$ cat config.mk
export PLATFORM = sky130hd
export DESIGN_NAME = bresenham_line_engine
export DESIGN_NICKNAME = d
export VERILOG_FILES = /design/src/rtl/bresenham_pkg.sv /design/src/rtl/bresenham_line_engine_step.sv /design/src/rtl/bresenham_line_engine.sv
export SDC_FILE = /design/constraint.sdc
export NUM_CORES = 1
export LEC_CHECK = 0
export ABC_AREA = 1
export ABC_CLOCK_PERIOD_IN_PS = 3400
export CAP_MARGIN = 30
export CORE_MARGIN = 1.5
export CORE_UTILIZATION = 30
export CTS_CLUSTER_DIAMETER = 80
export CTS_CLUSTER_SIZE = 28
export DETAILED_ROUTE_END_ITERATION = 10
export PLACE_DENSITY_LB_ADDON = 0.1
export SKIP_CTS_REPAIR_TIMING = 1
export SLEW_MARGIN = 20
export SYNTH_ARGS = -nofsm -noshare
export SYNTH_HDL_FRONTEND = slang
export SYNTH_HIERARCHICAL = 1
export SYNTH_SLANG_ARGS = --single-unit
$ cat constraint.sdc
create_clock -name clk -period 3.4 [get_ports clk]
set_input_delay 0.34 -clock clk [delete_from_list [all_inputs] [get_ports clk]]
set_output_delay 0.34 -clock clk [all_outputs]
set_load 0.1 [all_outputs]
$ cat src/rtl/bresenham_pkg.sv
// Shared types and constants for the Bresenham line engine.
package bresenham_pkg;

    // Default coordinate width; the controller uses the same value.
    localparam int DEFAULT_COORD_W = 8;

    // Error-term width: the doubled error spans roughly +/-4 * 2^COORD_W.
    localparam int DEFAULT_ERR_W = DEFAULT_COORD_W + 3;

    typedef enum logic [2:0] {
        ST_IDLE  = 3'd0,
        ST_LOAD  = 3'd1,
        ST_PLOT  = 3'd2,
        ST_DONE  = 3'd3,
        ST_REARM = 3'd4
    } engine_state_t;

    // Signed error term at the default coordinate width.
    typedef logic signed [DEFAULT_ERR_W-1:0] err_t;

endpackage

$ cat src/rtl/bresenham_line_engine_step.sv
// One Bresenham step: next (x, y, err) from the current point and line deltas.
// dx is the positive x span and dy the negated y span.
// sx/sy are direction bits: 1 steps up (+1), 0 steps down (-1).
module bresenham_step
    import bresenham_pkg::*;
#(
    parameter int COORD_W = DEFAULT_COORD_W,
    parameter int ERR_W   = COORD_W + 3
) (
    input  logic [COORD_W-1:0]      x,
    input  logic [COORD_W-1:0]      y,
    input  logic signed [ERR_W-1:0] err,
    input  logic signed [ERR_W-1:0] dx,
    input  logic signed [ERR_W-1:0] dy,
    input  logic                    sx,
    input  logic                    sy,
    output logic [COORD_W-1:0]      x_next,
    output logic [COORD_W-1:0]      y_next,
    output logic signed [ERR_W-1:0] err_next
);

    localparam logic [COORD_W-1:0] ONE = COORD_W'(1);

    logic signed [ERR_W:0] e2;
    logic signed [ERR_W:0] dx_w;
    logic signed [ERR_W:0] dy_w;
    logic                  step_x;
    logic                  step_y;

    // Both decisions use the pre-step doubled error and accumulate together.
    always_comb begin
        e2       = $signed({err, 1'b0});
        dx_w     = $signed({dx[ERR_W-1], dx});
        dy_w     = $signed({dy[ERR_W-1], dy});
        step_x   = (e2 >= dy_w);
        step_y   = (e2 <= dx_w);
        x_next   = x;
        y_next   = y;
        err_next = err + (step_x ? dy : '0) + (step_y ? dx : '0);
        if (step_x) begin
            x_next = sx ? (x + ONE) : (x - ONE);
        end
        if (step_y) begin
            y_next = sy ? (y + ONE) : (y - ONE);
        end
    end

endmodule

$ cat src/rtl/bresenham_line_engine.sv
// Line rasteriser: accepts a line request and streams one pixel per
// accepted handshake, pulsing draw_done after the final pixel.
//
// state    | meaning
// ---------+--------------------------------------------------------
// ST_IDLE  | waiting for draw_en
// ST_LOAD  | latch endpoints, compute deltas, directions, initial error
// ST_PLOT  | present current pixel, step on handshake
// ST_DONE  | one-cycle draw_done pulse
// ST_REARM | wait for draw_en to drop so a held request is not redrawn
module bresenham_line_engine
    import bresenham_pkg::*;
#(
    parameter int COORD_W = DEFAULT_COORD_W
) (
    input  logic               clk,
    input  logic               rst,
    input  logic               draw_en,
    input  logic [COORD_W-1:0] x0,
    input  logic [COORD_W-1:0] y0,
    input  logic [COORD_W-1:0] x1,
    input  logic [COORD_W-1:0] y1,
    input  logic               pixel_ready,
    output logic               pixel_valid,
    output logic [COORD_W-1:0] pixel_x,
    output logic [COORD_W-1:0] pixel_y,
    output logic               draw_done,
    output logic               busy
);

    localparam int ERR_W = COORD_W + 3;

    engine_state_t state;
    engine_state_t state_next;

    logic [COORD_W-1:0]      cur_x;
    logic [COORD_W-1:0]      cur_y;
    logic [COORD_W-1:0]      end_x;
    logic [COORD_W-1:0]      end_y;
    logic signed [ERR_W-1:0] err;
    logic signed [ERR_W-1:0] dx;
    logic signed [ERR_W-1:0] dy;
    logic                    sx;
    logic                    sy;

    logic [COORD_W:0]        adx;
    logic [COORD_W:0]        ady;
    logic signed [ERR_W-1:0] dx_load;
    logic signed [ERR_W-1:0] dy_load;
    logic signed [ERR_W-1:0] err_load;

    logic [COORD_W-1:0]      step_x;
    logic [COORD_W-1:0]      step_y;
    logic signed [ERR_W-1:0] step_err;

    logic                    at_end;
    logic                    handshake;

    // Line set-up values derived from the live endpoints; registered in LOAD.
    always_comb begin
        adx      = (x1 >= x0) ? ({1'b0, x1} - {1'b0, x0}) : ({1'b0, x0} - {1'b0, x1});
        ady      = (y1 >= y0) ? ({1'b0, y1} - {1'b0, y0}) : ({1'b0, y0} - {1'b0, y1});
        dx_load  = $signed({2'b00, adx});
        dy_load  = -$signed({2'b00, ady});
        err_load = dx_load + dy_load;
    end

    bresenham_step #(
        .COORD_W (COORD_W),
        .ERR_W   (ERR_W)
    ) u_step (
        .x        (cur_x),
        .y        (cur_y),
        .err      (err),
        .dx       (dx),
        .dy       (dy),
        .sx       (sx),
        .sy       (sy),
        .x_next   (step_x),
        .y_next   (step_y),
        .err_next (step_err)
    );

    assign at_end    = (cur_x == end_x) && (cur_y == end_y);
    assign handshake = (state == ST_PLOT) && pixel_ready;

    // Next-state decode; the final handshake wins over a simultaneous abort.
    always_comb begin
        state_next = state;
        case (state)
            ST_IDLE: begin
                if (draw_en) state_next = ST_LOAD;
            end
            ST_LOAD: begin
                state_next = draw_en ? ST_PLOT : ST_IDLE;
            end
            ST_PLOT: begin
                if (pixel_ready && at_end) begin
                    state_next = ST_DONE;
                end else if (!draw_en) begin
                    state_next = ST_IDLE;
                end
            end
            ST_DONE: begin
                state_next = ST_REARM;
            end
            ST_REARM: begin
                if (!draw_en) state_next = ST_IDLE;
            end
            default: begin
                state_next = ST_IDLE;
            end
        endcase
    end

    // State register and datapath: latch line in LOAD, advance on handshake.
    always_ff @(posedge clk) begin
        if (rst) begin
            state <= ST_IDLE;
            cur_x <= '0;
            cur_y <= '0;
            end_x <= '0;
            end_y <= '0;
            err   <= '0;
            dx    <= '0;
            dy    <= '0;
            sx    <= 1'b0;
            sy    <= 1'b0;
        end else begin
            state <= state_next;
            if (state == ST_LOAD) begin
                cur_x <= x0;
                cur_y <= y0;
                end_x <= x1;
                end_y <= y1;
                dx    <= dx_load;
                dy    <= dy_load;
                err   <= err_load;
                sx    <= (x0 < x1);
                sy    <= (y0 < y1);
            end else if (handshake && !at_end) begin
                cur_x <= step_x;
                cur_y <= step_y;
                err   <= step_err;
            end
        end
    end

    assign pixel_valid = (state == ST_PLOT);
    assign pixel_x     = cur_x;
    assign pixel_y     = cur_y;
    assign draw_done   = (state == ST_DONE);
    assign busy        = (state != ST_IDLE);

endmodule

==> impl_metrics.tcl, run 1 <==
set metrics [dict create \
    status "complete, but fails checks" \
    violations_in_the_final_reports "negative setup slack" \
    synthesis.area_per_instance_um2 6.75 \
    antenna_violations_before_repair 0 \
    design_area_um2 11000 \
    fill_count 2439 \
    met3RoutedLength_um 555 \
    reg2reg_from "err[6]" \
    route.detailed.drc 0 \
    critical_path.endpoint_type "flip-flop" \
    timing.final.setup_violations 5 \
    dominant_cell_by_count_in_the_synthesized_netlist "sky130_fd_sc_hd__nand2_1" \
    yosysTopAreaCellShare 0.186 \
    vias 7647 \
    synth_area_um2 7320 \
    place.detailed.hpwl_um 19300 \
    drive_above_1_share 0.338 \
    synth.area.top_cells "sky130_fd_sc_hd__dfxtp_1, sky130_fd_sc_hd__ha_1, sky130_fd_sc_hd__nand2_1" \
    drt-wirelength-per-cell_um 14.5 \
    initial_utilization 0.309 \
    peakVddDrop_mv 0.217 \
    class_of_the_tightest_hold_or_removal_check "primary input to flip-flop" \
    met1Wirelength_um 11500 \
    htreeDepth 3 \
    clock_sinks 68 \
    maxCapViolations 0 \
    rsz0062_at_grt "yes" \
    startpoint "err[6]" \
    setup.worst_path.class "flip-flop to flip-flop" \
    worst_slew_pin_slew_ns 0.991 \
    grt_pass1_wl_um 38100 \
    static-leakage-power_nw 5.66 \
    fp.dieW_um 159 \
    post_synth_edffs 0 \
    yosys-top-cells-count "sky130_fd_sc_hd__nand2_1, sky130_fd_sc_hd__inv_1, sky130_fd_sc_hd__a21oi_1, sky130_fd_sc_hd__ha_1, sky130_fd_sc_hd__nor2_1" \
    first_global_vias 7285 \
    postPlaceCellArea_um2 9820 \
    coreArea_um2 23700 \
    final.period_utilization 1.13 \
    hold_viol_final 0 \
    grt_overflow 0 \
    achievable-frequency_ghz 0.261 \
    drt_iter0_markers 407 \
    synthesis.instances 1084 \
    num-nets-final 1490 \
    ioPinCount 55 \
    max_layer_used "met4" \
    cellPowerDensity_nw_per_um2 482 \
    portBuffers 54 \
    clk_pin_slew_worst_paths_ns 0.06 \
    post-place-cells 1646 \
    design.die.area_um2 25300 \
    first_pass_drt_iterations 5 \
    finish.cell_count_without_fillers 1675 \
    route.final.wire_length_um 24300 \
    globalRouteTotalUtil 0.189 \
    drv_slew 0 \
    insertedDiodeCount 0 \
    worst_ep_required_time_ns 3.66 \
    post-synth-top-area-cell "sky130_fd_sc_hd__dfxtp_1" \
    place.gp.congestion 0.891 \
    clock_buffers_created_by_tritoncts 9 \
    routed_length_on_met2_um 11900 \
    hold-worst-slack_ns 0.355 \
    grt_start_max_net_pins 84 \
    worst_hold_startpoint "x1[4]" \
    placement_rows 56 \
    timing.critical_path.fanout_max 5 \
    worstSkewPairLatency_ns 0.35 \
    worst_ep_arrival_time_ns 4.09 \
    yosysWarningCount 6 \
    cts_root_buffer "sky130_fd_sc_hd__clkbuf_16" \
    synth_cell_types 46 \
    max_slew_margin 0.337 \
    finalWorstSetupSlack_ns -0.427 \
    areaGrowthSynthToFinish_pct 50.3 \
    synth_flop_type "sky130_fd_sc_hd__dfxtp_1" \
    dp_worst_setup_slack_ns -0.863 \
    synth_seq_cells 68 \
    tritoncts "done" \
    clock_tree_buf_depth 2 \
    sequential_area_share_after_synthesis 0.186 \
    dieHeight_um 159 \
    route.antenna.remaining_nets 0 \
    cp-start-kind "flip-flop" \
    postSynth.asyncResetShare 0 \
    fin_worst_skew_ns 0.0114 \
    post_drt_via_cell_ratio 4.57 \
    post-route-min-period_ns 3.83 \
]
## power by group
| part | internal (W) | switching [W] | leakage, nW |
|---|---|---|---|
| Combinational | 0.00150 | 0.00181 | 4.95 |
| Clock | 0.000572 | 0.000407 | 0.142 |
| Sequential | 0.000900 | 0.000108 | 0.568 |
## path summary, 6_finish.rpt
path | slack [ns] | depth (start not counted) | endpoint
setup / recovery | -0.43 | 27 | err[9]
hold / removal | 0.36 | 3 | end_x[4]
setup reg to reg | -0.43 | 27 | err[9]
hold reg to reg | 0.53 | 2 | err[6]
## critical path, stage by stage (launching register included)
cell,delay [ns]
sky130_fd_sc_hd__dfxtp_2,0.41
sky130_fd_sc_hd__ha_4,0.23
sky130_fd_sc_hd__a21oi_1,0.15
sky130_fd_sc_hd__nand2_1,0.09
sky130_fd_sc_hd__nand2_2,0.08
sky130_fd_sc_hd__nand3_2,0.08
sky130_fd_sc_hd__nand2_2,0.08
sky130_fd_sc_hd__nand2_2,0.06
sky130_fd_sc_hd__nand2_4,0.14
sky130_fd_sc_hd__nand2_4,0.07
sky130_fd_sc_hd__fa_1,0.45
sky130_fd_sc_hd__inv_1,0.07
sky130_fd_sc_hd__ha_2,0.18
sky130_fd_sc_hd__inv_2,0.04
sky130_fd_sc_hd__fa_2,0.41
sky130_fd_sc_hd__o21ai_2,0.15
sky130_fd_sc_hd__a21o_1,0.15
sky130_fd_sc_hd__nand2_1,0.05
sky130_fd_sc_hd__nand2_1,0.08
sky130_fd_sc_hd__nand2_1,0.05
sky130_fd_sc_hd__nand2_1,0.06
sky130_fd_sc_hd__nand2_1,0.05
sky130_fd_sc_hd__nand2_1,0.07
sky130_fd_sc_hd__xor2_1,0.16
sky130_fd_sc_hd__nand2_1,0.12
sky130_fd_sc_hd__nand2_1,0.07
sky130_fd_sc_hd__o21ai_1,0.06
sky130_fd_sc_hd__a31oi_1,0.14
## kinds of logic after synthesis
| group | after synthesis | share of synthesized area |
|---|---|---|
| AOI/OAI and AO/OA | 222 | 0.177 |
| xor gates and xnor gates | 51 | 0.0610 |
| adders and majority gates | 103 | 0.195 |
| buffers and inverters | 226 | 0.124 |
| DFF | 68 | 0.186 |
| muxes | 2 | 0.00274 |
| other | 1 | 0.000513 |
| and+or+nand+nor | 411 | 0.253 |
## flip-flops by register name, summed over array words and instances, names as in the netlist
register,count
sy,1
state,3
err,11
pixel_x,8
sx,1
pixel_y,8
dy,11
end_x,8
dx,9
end_y,8
## cells in the final DEF, fill, tap and decap left out, types with 13 or more instances in the layout
master	netlist	final
sky130_fd_sc_hd__nand3_1	41	40
sky130_fd_sc_hd__nor2_2	3	13
sky130_fd_sc_hd__ha_4	0	37
sky130_fd_sc_hd__nand4_1	17	17
sky130_fd_sc_hd__dlymetal6s2s_1	0	30
sky130_fd_sc_hd__dfxtp_1	68	47
sky130_fd_sc_hd__clkdlybuf4s50_1	0	23
sky130_fd_sc_hd__nor2_1	70	57
sky130_fd_sc_hd__a21oi_1	87	78
sky130_fd_sc_hd__xor2_1	40	32
sky130_fd_sc_hd__inv_1	185	157
sky130_fd_sc_hd__o21ai_0	69	62
sky130_fd_sc_hd__inv_2	7	34
sky130_fd_sc_hd__buf_4	0	229
sky130_fd_sc_hd__nand2_1	234	212
sky130_fd_sc_hd__dfxtp_2	0	20
sky130_fd_sc_hd__nand2_2	13	33
sky130_fd_sc_hd__fa_1	18	14
sky130_fd_sc_hd__ha_1	85	45
## stage by stage
step	total power, W	TNS [ns]	utilization
after global placement	0.00403	-4.72	0.415
after global routing	0.00576	-2.96	0.464
after detailed placement	0.00404	-5.56	0.415
after floorplan	0.00284	-0.175	-
after CTS	0.00505	-3.33	0.428
final	0.00531	-1.50	0.464
## layer usage
layer,track usage,up-vias
met4,0.0416,0
met2,0.335,74
met3,0.0221,12
li1,-,4054
met1,0.244,3507
met5,0,-
## layout make-up
| type | count | area (um2) | share of cell area |
|---|---|---|---|
| multi-input cells | 792 | 5800 | 0.527 |
| clock inverters | 7 | 76.3 | 0.00694 |
| repair buffers | 285 | 2370 | 0.215 |
| inverters | 195 | 739 | 0.0672 |
| clock buffers | 9 | 225 | 0.0205 |
| flip-flops and latches | 68 | 1390 | 0.126 |
| well taps | 319 | 399 | 0.0363 |
Note: power is estimated with default switching activity, not from simulation.
==> run 2: changes to the inputs <==
--- a/config.mk
+++ b/config.mk
@@ -9,10 +9,11 @@
 export ABC_CLOCK_PERIOD_IN_PS = 3400
 export CAP_MARGIN = 30
 export CORE_MARGIN = 1.5
-export CORE_UTILIZATION = 30
+export CORE_UTILIZATION = 60
 export CTS_CLUSTER_DIAMETER = 80
 export CTS_CLUSTER_SIZE = 28
 export DETAILED_ROUTE_END_ITERATION = 10
+export DONT_BUFFER_PORTS = 1
 export PLACE_DENSITY_LB_ADDON = 0.1
 export SKIP_CTS_REPAIR_TIMING = 1
 export SLEW_MARGIN = 20
==> impl_metrics.tcl, run 2 (same netlist as run 1, synthesis figures left out) <==
set metrics [dict create \
    htreeDepth 3 \
    worst_hold_startpoint "rst" \
    static-leakage-power_nw 4.95 \
    worstSkewPairLatency_ns 0.34 \
    cellInternalPower_w 0.00300 \
    dp_worst_setup_slack_ns -0.392 \
    first_global_vias 7092 \
    route.detailed.drc 0 \
    globalRouteTotalUtil 0.326 \
    hold-worst-slack_ns 0.0493 \
    fin_worst_skew_ns 0.00896 \
    class_of_the_tightest_hold_or_removal_check "primary input to flip-flop" \
    num-nets-final 1381 \
    rsz0062_at_grt "yes" \
    worst_slew_pin_slew_ns 0.948 \
    maxCapViolations 0 \
    achievable-frequency_ghz 0.260 \
    grt_start_max_net_pins 84 \
    hold_viol_final 0 \
    tritoncts "done" \
    seqCellArea_um2 1400 \
    finalWorstSetupSlack_ns -0.446 \
    critical_path.endpoint_type "flip-flop" \
    timing.critical_path.to "err[9]" \
    coreArea_um2 12000 \
    worstHoldPathCells 1 \
    setup.worst_path.class "flip-flop to flip-flop" \
    final.period_utilization 1.13 \
    cp-start-kind "flip-flop" \
    initial_utilization 0.612 \
    clock_sinks 68 \
    worst_ep_arrival_time_ns 4.11 \
    post_drt_via_cell_ratio 5.47 \
    route.final.wire_length_um 22000 \
    drive_above_1_share 0.287 \
    dieHeight_um 113 \
    violations_in_the_final_reports "negative setup slack" \
    fill_count 834 \
    multiInputGateArea_um2 5590 \
    net-switching-power_w 0.00232 \
    worst_ep_required_time_ns 3.67 \
    first_pass_drt_iterations 5 \
    sequentialPowerShare 0.188 \
    largestRegisters "dy (11), err (11), dx (9)" \
    regToRegSetupSlack_ns -0.45 \
    areaGrowthSynthToFinish_pct 31.7 \
    startpoint "err[9]" \
    drv_slew 0 \
    vias 7631 \
    drt-wirelength-per-cell_um 15.8 \
    design.die.area_um2 12900 \
    fp.dieW_um 113 \
    p_sw_frac 0.435 \
    grt_pass1_wl_um 33300 \
    cellPowerDensity_nw_per_um2 552 \
    final_cell_mix "sky130_fd_sc_hd__nand2_1, sky130_fd_sc_hd__buf_4, sky130_fd_sc_hd__inv_1" \
    ioPinCount 55 \
    r2r_cells 26 \
    placement_rows 40 \
    clk_pin_slew_worst_paths_ns 0.06 \
    place.gp.congestion 0.945 \
    place.detailed.hpwl_um 16100 \
    peakVddDrop_mv 0.314 \
    portBuffers 0 \
    antenna_violations_before_repair 0 \
    worst_flop_to_flop_path_endpoint "err[9]" \
    clock_tree_buf_depth 2 \
    route.antenna.remaining_nets 0 \
    clock_buffers_created_by_tritoncts 9 \
    share_clk_of_total_power 0.209 \
    status "complete, but fails checks" \
    combinationalPowerShare 0.603 \
    grt_overflow 0 \
    most_common_cell_after_layout_fill_and_taps_aside "sky130_fd_sc_hd__nand2_1" \
    max_slew_margin 0.367 \
    post-route-min-period_ns 3.85 \
    insertedDiodeCount 0 \
    drt_iter0_markers 436 \
    reg2reg_from "err[9]" \
    cts_root_buffer "sky130_fd_sc_hd__clkbuf_16" \
    timing.final.setup_violations 7 \
    timing.critical_path.fanout_max 6 \
]
[run 2: worst min path at each step]
stage	to	slack [ns]
final	err[8]	0.05
after global routing	err[8]	0.04
after CTS	err[8]	0.04
after detailed placement	err[8]	0.40
after global placement	err[8]	0.40
after floorplan	err[3]	0.43
[run 2: final cells by class]
class	instances	share of cell area
inverter	195	0.0772
timing repair buffer	176	0.141
clock inverter	6	0.0116
tap	147	0.0191
multi-input combinational	792	0.580
clock buffer	10	0.0248
sequential	68	0.146
[run 2: metrics by stage]
step | util | instance area [um2] | TNS, ns | instances | power, W
detailed placement | 0.729 | 8720 | -1.35 | 1369 | 0.00376
finish | 0.806 | 9640 | -2.04 | 1394 | 0.00532
floorplan | - | 7410 | -0.175 | 1086 | 0.00284
CTS | 0.758 | 9070 | -1.22 | 1385 | 0.00490
global placement | 0.729 | 8720 | -1.10 | 1369 | 0.00372
global route | 0.806 | 9640 | -3.37 | 1394 | 0.00567
[run 2: power by group through the flow]
stage	Sequential [W]	Combinational, W	Clock [W]
floorplan	0.00114	0.00169	0
detailed placement	0.000987	0.00278	0
global placement	0.000983	0.00274	0
CTS	0.000970	0.00281	0.00111
finish	0.000998	0.00321	0.00111
global route	0.00101	0.00351	0.00115
[run 2: worst max-delay path, cell delays in order, from the launching register on]
cell and delay [ns]:
sky130_fd_sc_hd__dfxtp_4 0.37, sky130_fd_sc_hd__ha_4 0.27, sky130_fd_sc_hd__nand4_1 0.17, sky130_fd_sc_hd__nor2_1 0.19, sky130_fd_sc_hd__nand2_2 0.09, sky130_fd_sc_hd__nand3_2 0.06
sky130_fd_sc_hd__nand2_1 0.05, sky130_fd_sc_hd__nand2_1 0.08, sky130_fd_sc_hd__nand2_2 0.11, sky130_fd_sc_hd__inv_4 0.12, sky130_fd_sc_hd__nor2_2 0.05, sky130_fd_sc_hd__fa_1 0.57
sky130_fd_sc_hd__inv_2 0.05, sky130_fd_sc_hd__fa_2 0.40, sky130_fd_sc_hd__o21ai_2 0.16, sky130_fd_sc_hd__a21o_1 0.14, sky130_fd_sc_hd__nand2_1 0.05, sky130_fd_sc_hd__nand2_1 0.07
sky130_fd_sc_hd__nand2_1 0.05, sky130_fd_sc_hd__nand2_1 0.05, sky130_fd_sc_hd__nand2_1 0.06, sky130_fd_sc_hd__nand2_1 0.08, sky130_fd_sc_hd__xor2_1 0.20, sky130_fd_sc_hd__nand2_1 0.09
sky130_fd_sc_hd__nand2_1 0.06, sky130_fd_sc_hd__o21ai_1 0.06, sky130_fd_sc_hd__a31oi_1 0.11
[run 2: metal layers]
metal | up-vias | track usage | share of wire
li1 | 3835 | - | -
met1 | 3521 | 0.395 | 0.41
met2 | 222 | 0.586 | 0.50
met3 | 53 | 0.0606 | 0.056
met4 | 0 | 0.100 | 0.033
met5 | - | 0 | 0
==> run 3: changes to the inputs <==
--- a/config.mk
+++ b/config.mk
@@ -14,6 +14,7 @@
 export CTS_CLUSTER_SIZE = 28
 export DETAILED_ROUTE_END_ITERATION = 10
 export DONT_BUFFER_PORTS = 1
+export GPL_TIMING_DRIVEN = 0
 export PLACE_DENSITY_LB_ADDON = 0.1
 export SKIP_CTS_REPAIR_TIMING = 1
 export SLEW_MARGIN = 20
==> impl_metrics.tcl, run 3 (same netlist as run 1, synthesis figures left out) <==
set metrics [dict create \
    status "complete, but fails checks" \
    violations_in_the_final_reports "negative setup slack" \
    place.gp.congestion 0.955 \
    insertedDiodeCount 0 \
    class_of_the_tightest_hold_or_removal_check "primary input to flip-flop" \
    tritoncts "done" \
    regToRegSetupSlack_ns -0.53 \
    worst_hold_startpoint "rst" \
    globalRouteTotalUtil 0.349 \
    coreArea_um2 12000 \
    power_w 0.00517 \
    static-leakage-power_nw 4.57 \
    critical_path.endpoint_type "flip-flop" \
    htreeDepth 3 \
    place.detailed.hpwl_um 17600 \
    cellPowerDensity_nw_per_um2 555 \
    reg2reg_from "dy[7]" \
    design.die.area_um2 12900 \
    cellInternalPower_w 0.00273 \
    setup.worst_path.class "flip-flop to flip-flop" \
    num-nets-final 1309 \
    hold-worst-slack_ns 0.0568 \
    final.period_utilization 1.16 \
    drt_iter0_markers 626 \
    initial_utilization 0.612 \
    placement_rows 40 \
    drive_above_1_share 0.224 \
    post_drt_via_cell_ratio 5.72 \
    worstHoldPathCells 1 \
    p_sw_frac 0.472 \
    worst_slew_pin_slew_ns 0.959 \
    clk_pin_slew_worst_paths_ns 0.06 \
    first_pass_drt_iterations 6 \
    finalWorstSetupSlack_ns -0.531 \
    route.antenna.remaining_nets 0 \
    rsz0062_at_grt "yes" \
    route.final.wire_length_um 23900 \
    peakVddDrop_mv 0.270 \
    vias 7567 \
    final_cell_mix "sky130_fd_sc_hd__nand2_1, sky130_fd_sc_hd__inv_1, sky130_fd_sc_hd__a21oi_1" \
    setup-tns-final_ns -2.01 \
    hold_viol_final 0 \
    drt-wirelength-per-cell_um 18.1 \
    timing.critical_path.fanout_max 7 \
    r2r_cells 23 \
    ioPinCount 55 \
    largestRegisters "dy (11), err (11), dx (9)" \
    sequentialPowerShare 0.203 \
    areaGrowthSynthToFinish_pct 27.3 \
    share_clk_of_total_power 0.178 \
    grt_pass1_wl_um 34600 \
    drv_slew 0 \
    net-switching-power_w 0.00244 \
    fp.dieW_um 113 \
    cts_root_buffer "sky130_fd_sc_hd__clkbuf_16" \
    clock_buffers_created_by_tritoncts 9 \
    grt_start_max_net_pins 14 \
    worst_ep_required_time_ns 3.59 \
    cp-start-kind "flip-flop" \
    maxCapViolations 0 \
    max_slew_margin 0.361 \
    grt_overflow 0 \
    clock_tree_buf_depth 2 \
    portBuffers 0 \
    post-route-min-period_ns 3.93 \
    worstSkewPairLatency_ns 0.35 \
    min_to "err[3]" \
    clock_sinks 68 \
    dieHeight_um 113 \
    worst_ep_arrival_time_ns 4.12 \
    worst_flop_to_flop_path_endpoint "err[8]" \
    first_global_vias 6943 \
    route.detailed.drc 0 \
    combinationalPowerShare 0.620 \
    most_common_cell_after_layout_fill_and_taps_aside "sky130_fd_sc_hd__nand2_1" \
    antenna_violations_before_repair 0 \
    timing.final.setup_violations 7 \
    fin_worst_skew_ns 0.00849 \
    achievable-frequency_ghz 0.254 \
]
==> run 3: changes by cell type in the layout (fill, tap and decap cells not counted), moves of 5 or more <==
cell / delta
sky130_fd_sc_hd__buf_1: +14
sky130_fd_sc_hd__buf_16: +16
sky130_fd_sc_hd__buf_4: -135
sky130_fd_sc_hd__buf_6: +7
sky130_fd_sc_hd__clkbuf_1: +20
sky130_fd_sc_hd__dfxtp_1: -5
sky130_fd_sc_hd__dfxtp_2: +5
sky130_fd_sc_hd__ha_4: -5
==> run 3: critical path, stage by stage (launching register included) <==
cell	delay, ns
sky130_fd_sc_hd__dfxtp_2	0.34
sky130_fd_sc_hd__inv_2	0.05
sky130_fd_sc_hd__ha_4	0.27
sky130_fd_sc_hd__nand4_1	0.21
sky130_fd_sc_hd__nor2_1	0.16
sky130_fd_sc_hd__nand2_1	0.08
sky130_fd_sc_hd__nand4_1	0.15
sky130_fd_sc_hd__nand2_4	0.12
sky130_fd_sc_hd__buf_12	0.16
sky130_fd_sc_hd__clkinv_16	0.06
sky130_fd_sc_hd__nor2_4	0.03
sky130_fd_sc_hd__fa_2	0.56
sky130_fd_sc_hd__ha_4	0.23
sky130_fd_sc_hd__a21o_1	0.21
sky130_fd_sc_hd__nand3_2	0.07
sky130_fd_sc_hd__nand2_2	0.07
sky130_fd_sc_hd__a21oi_2	0.14
sky130_fd_sc_hd__nor2_1	0.07
sky130_fd_sc_hd__o21ai_1	0.16
sky130_fd_sc_hd__nand2_1	0.12
sky130_fd_sc_hd__xor2_2	0.17
sky130_fd_sc_hd__o21a_1	0.20
sky130_fd_sc_hd__nand2_2	0.08
sky130_fd_sc_hd__a21oi_2	0.05
==> run 3: cell type report <==
| class | count | area, um2 |
|---|---|---|
| fill | 873 | 2650 |
| buffer | 29 | 160 |
| timing repair inverter | 2 | 27.5 |
| clock buffer | 10 | 239 |
| multi-input combinational | 792 | 5600 |
| sequential | 68 | 1410 |
| tap | 147 | 184 |
| timing repair buffer | 73 | 876 |
| inverter | 195 | 771 |
| clock inverter | 6 | 48.8 |
==> run 3: how the worst max path moves through the flow <==
| stage | startpoint | to | slack (ns) | cells past startpoint |
|---|---|---|---|---|
| floorplan | dx[7] | err[9] | -0.17 | 27 |
| CTS | dx[7] | err[10] | -0.92 | 27 |
| finish | dy[7] | err[8] | -0.53 | 23 |
| global placement | dx[7] | err[9] | -0.81 | 28 |
| global route | dy[10] | err[9] | -0.71 | 28 |
| detailed placement | dx[7] | err[10] | -0.89 | 27 |
==> run 3: power by group through the flow <==
stage	Clock [W]	Combinational (W)	Sequential, W
CTS	0.000918	0.00248	0.00102
global placement	0	0.00213	0.00118
floorplan	0	0.00169	0.00114
finish	0.000919	0.00320	0.00105
detailed placement	0	0.00246	0.00104
global route	0.000954	0.00346	0.00106
==> run 3: per-layer routing <==
metal,global-route usage,routed length [um],vias to the layer above
li1,-,-,3688
met1,0.432,9570,3488
met2,0.604,11500,313
met3,0.0537,1800,78
met4,0.153,1010,0
met5,0,0,-
==> run 3: per-stage QoR <==
| step | instances | setup WS (ns) | instance area (um2) | util |
|---|---|---|---|---|
| 2_1_floorplan | 1086 | -0.175 | 7410 | - |
| 3_3_place_gp | 1233 | -0.814 | 7600 | 0.635 |
| 3_5_place_dp | 1266 | -0.887 | 8150 | 0.681 |
| 4_1_cts | 1282 | -0.924 | 8430 | 0.705 |
| 5_1_grt | 1322 | -0.712 | 9310 | 0.778 |
| 6_report | 1322 | -0.531 | 9310 | 0.778 |
